<file path="src/rtl/pc_seq.sv">
// pc_seq: five-phase instruction sequencer for the 16-bit core.
// Owns the program counter and instruction register, steps P1..P5,
// applies the branch decision at commit and parks in HALT on HLT.
module pc_seq #(
  parameter logic [15:0] RESET_PC = 16'h0000
) (
  input  logic        clk,
  input  logic        rst,
  input  logic [15:0] imem_data,
  input  logic        jflag,
  input  logic        stall,
  input  logic        resume,
  output logic [15:0] pc,
  output logic [15:0] ir,
  output logic [4:0]  phase,
  output logic        commit,
  output logic        halted
);

  typedef enum logic [2:0] {
    S_P1   = 3'd0,
    S_P2   = 3'd1,
    S_P3   = 3'd2,
    S_P4   = 3'd3,
    S_P5   = 3'd4,
    S_HALT = 3'd5
  } state_t;

  state_t      state_q, state_d;
  logic [15:0] pc_q, pc_d;
  logic [15:0] ir_q, ir_d;

  logic        is_hlt;
  logic        step_ok;
  logic [15:0] branch_off;
  logic [15:0] pc_inc;
  logic [15:0] pc_target;

  // HLT is recognised from the class bits and the sub-op nibble only.
  assign is_hlt     = (ir_q[15:14] == 2'b11) && (ir_q[7:4] == 4'hF);
  // A stall freezes every phase except HALT, which ignores it.
  assign step_ok    = !stall;
  assign branch_off = {{8{ir_q[7]}}, ir_q[7:0]};
  assign pc_inc     = pc_q + 16'd1;
  assign pc_target  = pc_inc + branch_off;

  // State, PC and IR registers with synchronous reset.
  always_ff @(posedge clk) begin
    if (rst) begin
      state_q <= S_P1;
      pc_q    <= RESET_PC;
      ir_q    <= 16'h0000;
    end else begin
      state_q <= state_d;
      pc_q    <= pc_d;
      ir_q    <= ir_d;
    end
  end

  // Next-state: advance one phase per unstalled cycle, HALT after an HLT commit.
  always_comb begin
    state_d = state_q;
    case (state_q)
      S_P1:    if (step_ok) state_d = S_P2;
      S_P2:    if (step_ok) state_d = S_P3;
      S_P3:    if (step_ok) state_d = S_P4;
      S_P4:    if (step_ok) state_d = S_P5;
      S_P5:    if (step_ok) state_d = is_hlt ? S_HALT : S_P1;
      S_HALT:  if (resume)  state_d = S_P1;
      default: state_d = S_P1;
    endcase
  end

  // Datapath next values: fetch in P1, PC update at the P5 commit.
  always_comb begin
    pc_d = pc_q;
    ir_d = ir_q;
    if (state_q == S_P1 && step_ok) begin
      ir_d = imem_data;
    end
    if (state_q == S_P5 && step_ok) begin
      // HLT always falls through; the branch decision is ignored for it.
      pc_d = (jflag && !is_hlt) ? pc_target : pc_inc;
    end
  end

  // Outputs decoded from the registered state (commit also needs stall).
  always_comb begin
    phase  = 5'b00000;
    commit = 1'b0;
    halted = 1'b0;
    case (state_q)
      S_P1:    phase = 5'b00001;
      S_P2:    phase = 5'b00010;
      S_P3:    phase = 5'b00100;
      S_P4:    phase = 5'b01000;
      S_P5: begin
        phase  = 5'b10000;
        commit = step_ok;
      end
      S_HALT:  halted = 1'b1;
      default: phase = 5'b00000;
    endcase
  end

  assign pc = pc_q;
  assign ir = ir_q;

endmodule

</file>
<file path="config.mk">
export PLATFORM = sky130hd
export DESIGN_NAME = pc_seq
export DESIGN_NICKNAME = d
export VERILOG_FILES = /design/src/rtl/pc_seq.sv
export SDC_FILE = /design/constraint.sdc
export NUM_CORES = 1
export LEC_CHECK = 0
export BUFFER_PORTS_ARGS = -buffer_cell sky130_fd_sc_hd__buf_2
export CORE_MARGIN = 3
export CORE_UTILIZATION = 49
export CTS_BUF_LIST = sky130_fd_sc_hd__clkbuf_16
export CTS_CLUSTER_DIAMETER = 80
export DETAILED_ROUTE_END_ITERATION = 10
export PLACE_DENSITY = 0.76
export RECOVER_POWER = 25
export SLEW_MARGIN = 20
export SYNTH_ARGS = -nofsm -noshare
export SYNTH_HDL_FRONTEND = slang
export SYNTH_SLANG_ARGS = --single-unit
</file>
<file path="constraint.sdc">
create_clock -name clk -period 2.8 [get_ports clk]
set_clock_uncertainty 0.05 [all_clocks]
set_input_delay 0.28 -clock clk [delete_from_list [all_inputs] [get_ports clk]]
set_output_delay 0.28 -clock clk [all_outputs]
set_load 0.01 [all_outputs]
</file>
==> out/metrics.csv <==
stage,metric,value,unit
clock_network,cts-buffers-inserted,5,
logic_synthesis,post-synth-top-area-cell,dfxtp_1,
min_path,hold_path.startpoint,imem_data[8],
timing,fin_setup_tns,-0.988,ns
run_status,status,"finished, violations left",
timing,report.final.slew_viol_count,0,
worst_setup_path,endpoint_arrival_time_on_the_critical_path,3.22,ns
routing,wl,7570,um
grt,antenna_found_initial,0,
logic_synthesis,synth_edf_count,0,
final_layout,finalNonFillerCells,504,
run_status,failing_checks,setup timing,
timing,fin_crit_sh,1.11,
logic_synthesis,ys.flop_type,dfxtp_1,
routing,initialDrtViolationCount,294,
worst_setup_path,r2r-end,pc[15],
floorplan,die_width,79.0,um
final_layout,areaGrowthSynthToFinish,36.6,%
worst_setup_path,critPathMaxFanout,4,
clock_network,tritoncts,done,
logic_synthesis,synthesized_area_per_cell,7.74,um2
timing,timing.final.ws_setup,-0.308,ns
timing,final-setup-viol-count,8,
clock_network,ctsLongestPathBuffers,2,
floorplan,floorplan.die_area,6230,um2
timing,worst_pin_slew,0.782,ns
logic_synthesis,yosysWarnings,0,
logic_synthesis,share_of_the_yosys_chip_area_belonging_to_registers,0.269,
floorplan,starting_utilization_of_the_core_area,0.528,
logic_synthesis,yosys.area.top_type_share,0.269,
routing,drt-wirelength-per-cell,15.0,um
worst_setup_path,worst-path-stages,13,
worst_setup_path,reg2regPathDepth,13,
worst_setup_path,timing.critical_path.to_type,flip-flop,
grt,grt_use_total,0.229,
grt,first_global_vias,2560,
logic_synthesis,synthCells,337,
clock_network,cts.clk_slew.worst_paths,0.05,ns
worst_setup_path,r2r-start,pc[1],
worst_setup_path,cpMaxStageDelayCell,dfxtp_4,
worst_setup_path,critical_path.max_stage_delay,0.36,ns
grt,grt-ovfl-total,0,
timing,rsz0062_at_grt,true,
routing,drtAntennaViolNets,0,
routing,via_count,2874,
floorplan,rows,25,
grt,pin_count_of_the_biggest_net_entering_global_routing,27,
floorplan,core_area,4940,um2
logic_synthesis,post_synthesis_cell_type_count,60,
routing,post_drt_via_cell_ratio,5.70,
timing,post-route-min-period,3.11,ns
final_layout,final_net_count,479,
place,numPortBuffers,59,
final_layout,drive_gt1_frac,0.348,
logic_synthesis,ys_ff_latch,35,
timing,final_hold_viol_count,0,
power_and_ir_drop,power.leakage,1.68,nW
timing,hold_slack,0.191,ns
worst_setup_path,critical_path_class,flip-flop to flip-flop,
floorplan,fp.dieH,79.0,um
final_layout,nFillCells,400,
clock_network,cts_num_sinks,35,
power_and_ir_drop,p_per_area,374,nW/um2
worst_setup_path,startpoint_type,flip-flop,
timing,highest_clock_frequency_the_design_can_meet,322,MHz
worst_setup_path,worst_reg2reg_setup_slack,-0.31,ns
power_and_ir_drop,vdd_drop_max,0.330,mV
worst_setup_path,path_buf_inv,1,
place,numPlacedInstances,492,
logic_synthesis,ys_top_cells_by_area,"dfxtp_1, ha_1, nand2_1",
run,timing.max_cap.violations,0,
place,finalWeightedCongestion,0.839,
clock_network,worst_skew_pair.late_latency,0.27,ns
clock_network,cts.root.buffer_cell,clkbuf_16,
final_layout,num_antenna_cells,0,
min_path,hold_class,input pin to flip-flop,
worst_setup_path,worstSetupStartpoint,pc[1],
worst_setup_path,cp_data_required_time,2.91,ns
logic_synthesis,synth.net_count,379,
timing,worst_slew_margin_rel,0.479,
floorplan,boundaryPins,60,
logic_synthesis,share_of_synthesized_flip_flops_with_an_asynchronous_set_or_reset,0,
clock_network,htree_levels,2,
routing,detail_route.drc_violations,0,
grt,first_pass_grt_wire_length,11500,um
logic_synthesis,synth.cells.most_frequent,"nand2_1, a21oi_1, dfxtp_1",
logic_synthesis,yosys.cell_count.top_type,nand2_1,
worst_setup_path,kind_of_cell_adding_the_most_delay_to_the_critical_path,simple AND/OR/NAND/NOR gates,
routing,dr.pass1.iters,5,
worst_setup_path,path_cells,"ha_4, and3_4, and4_4, nand2_1, xnor2_2, ha_1, nand4_1, inv_1, a221oi_2, nand3_1, a21oi_2, mux2i_1, mux2_1",
worst_setup_path,critPathCapture,pc[15],
logic_synthesis,mappedNetlistArea,2610,um2
place,dp_hpwl,5020,um
## through the flow
| stage | total power (W) | area [um2] | util | setup slack [ns] |
|---|---|---|---|---|
| 2_1_floorplan | 0.000707 | 2640 | - | -0.169 |
| 3_3_place_gp | 0.000803 | 3290 | 0.666 | -0.168 |
| 3_5_place_dp | 0.000807 | 3290 | 0.666 | -0.248 |
| 4_1_cts | 0.00132 | 3480 | 0.704 | -0.237 |
| 5_1_grt | 0.00140 | 3560 | 0.721 | -0.500 |
| 6_report | 0.00133 | 3560 | 0.721 | -0.308 |
## layout make-up
class / count / area, um2 / share of cell area
Inverter: 12 / 45.0 / 0.0126
Sequential cell: 35 / 714 / 0.201
Multi-Input combinational cell: 274 / 1920 / 0.540
Tap cell: 67 / 83.8 / 0.0235
Timing Repair Buffer: 109 / 661 / 0.186
Clock inverter: 2 / 8.76 / 0.00246
Clock buffer: 5 / 125 / 0.0351
## logic make-up after synthesis
group                    share of synthesized area
multiplexers                               0.00816
flip-flops                                   0.269
AO/OA/AOI/OAI                                0.246
buffers and inverters                       0.0432
XOR/XNOR                                    0.0840
AND/OR/NAND/NOR                              0.247
adder cells (fa/ha/maj)                      0.104
## worst min-delay path by stage
stage                         to  slack, ns  depth (start not counted)
after floorplan           ir[10]       0.37                          2
after global placement    ir[13]       0.39                          2
after detailed placement   ir[8]       0.40                          2
after CTS                  ir[8]       0.19                          3
after global routing      ir[15]       0.19                          3
final                      ir[8]       0.19                          3
## per-layer routing
layer	vias to the layer above	part of all wire	global-route usage
li1	1396	-	-
met1	1326	0.45	0.311
met2	136	0.46	0.374
met3	16	0.073	0.0374
met4	0	0.013	0.0653
met5	-	0	0
## sequential cells by signal (all words and copies together), names as in the netlist
| signal | count |
|---|---|
| pc | 16 |
| state_q | 3 |
| ir | 16 |
## worst min-delay path, cell delays in order
cell and delay (ns):
buf_2 0.09, nand2_1 0.04, a21oi_1 0.05
## power by group
part / switching, W / total [W] / internal, W
combinational: 0.000149 / 0.000265 / 0.000116
clock: 0.000196 / 0.000516 / 0.000319
sequential: 0.0000289 / 0.000549 / 0.000520
## cells in the final DEF, fill, tap and decap left out, types with 7 or more instances in the layout
| master | n |
|---|---|
| a21oi_1 | 31 |
| a21oi_2 | 7 |
| buf_2 | 51 |
| buf_4 | 50 |
| clkbuf_1 | 8 |
| dfxtp_1 | 30 |
| ha_1 | 19 |
| inv_1 | 11 |
| nand2_1 | 56 |
| nand3_1 | 14 |
| nor2_1 | 17 |
| nor3_1 | 7 |
| o21ai_0 | 17 |
| xnor2_1 | 10 |
| xor2_1 | 8 |
## timing repair
item / 4_1_cts / 5_1_grt
pin swaps: 0 / 6
setup buffers: 0 / 5
hold buffers: 0 / 0
endpoints found under the setup margin: 6 / 7
gates resized for setup: 12 / 13
No activity file was read; power rests on OpenSTA's default activity.
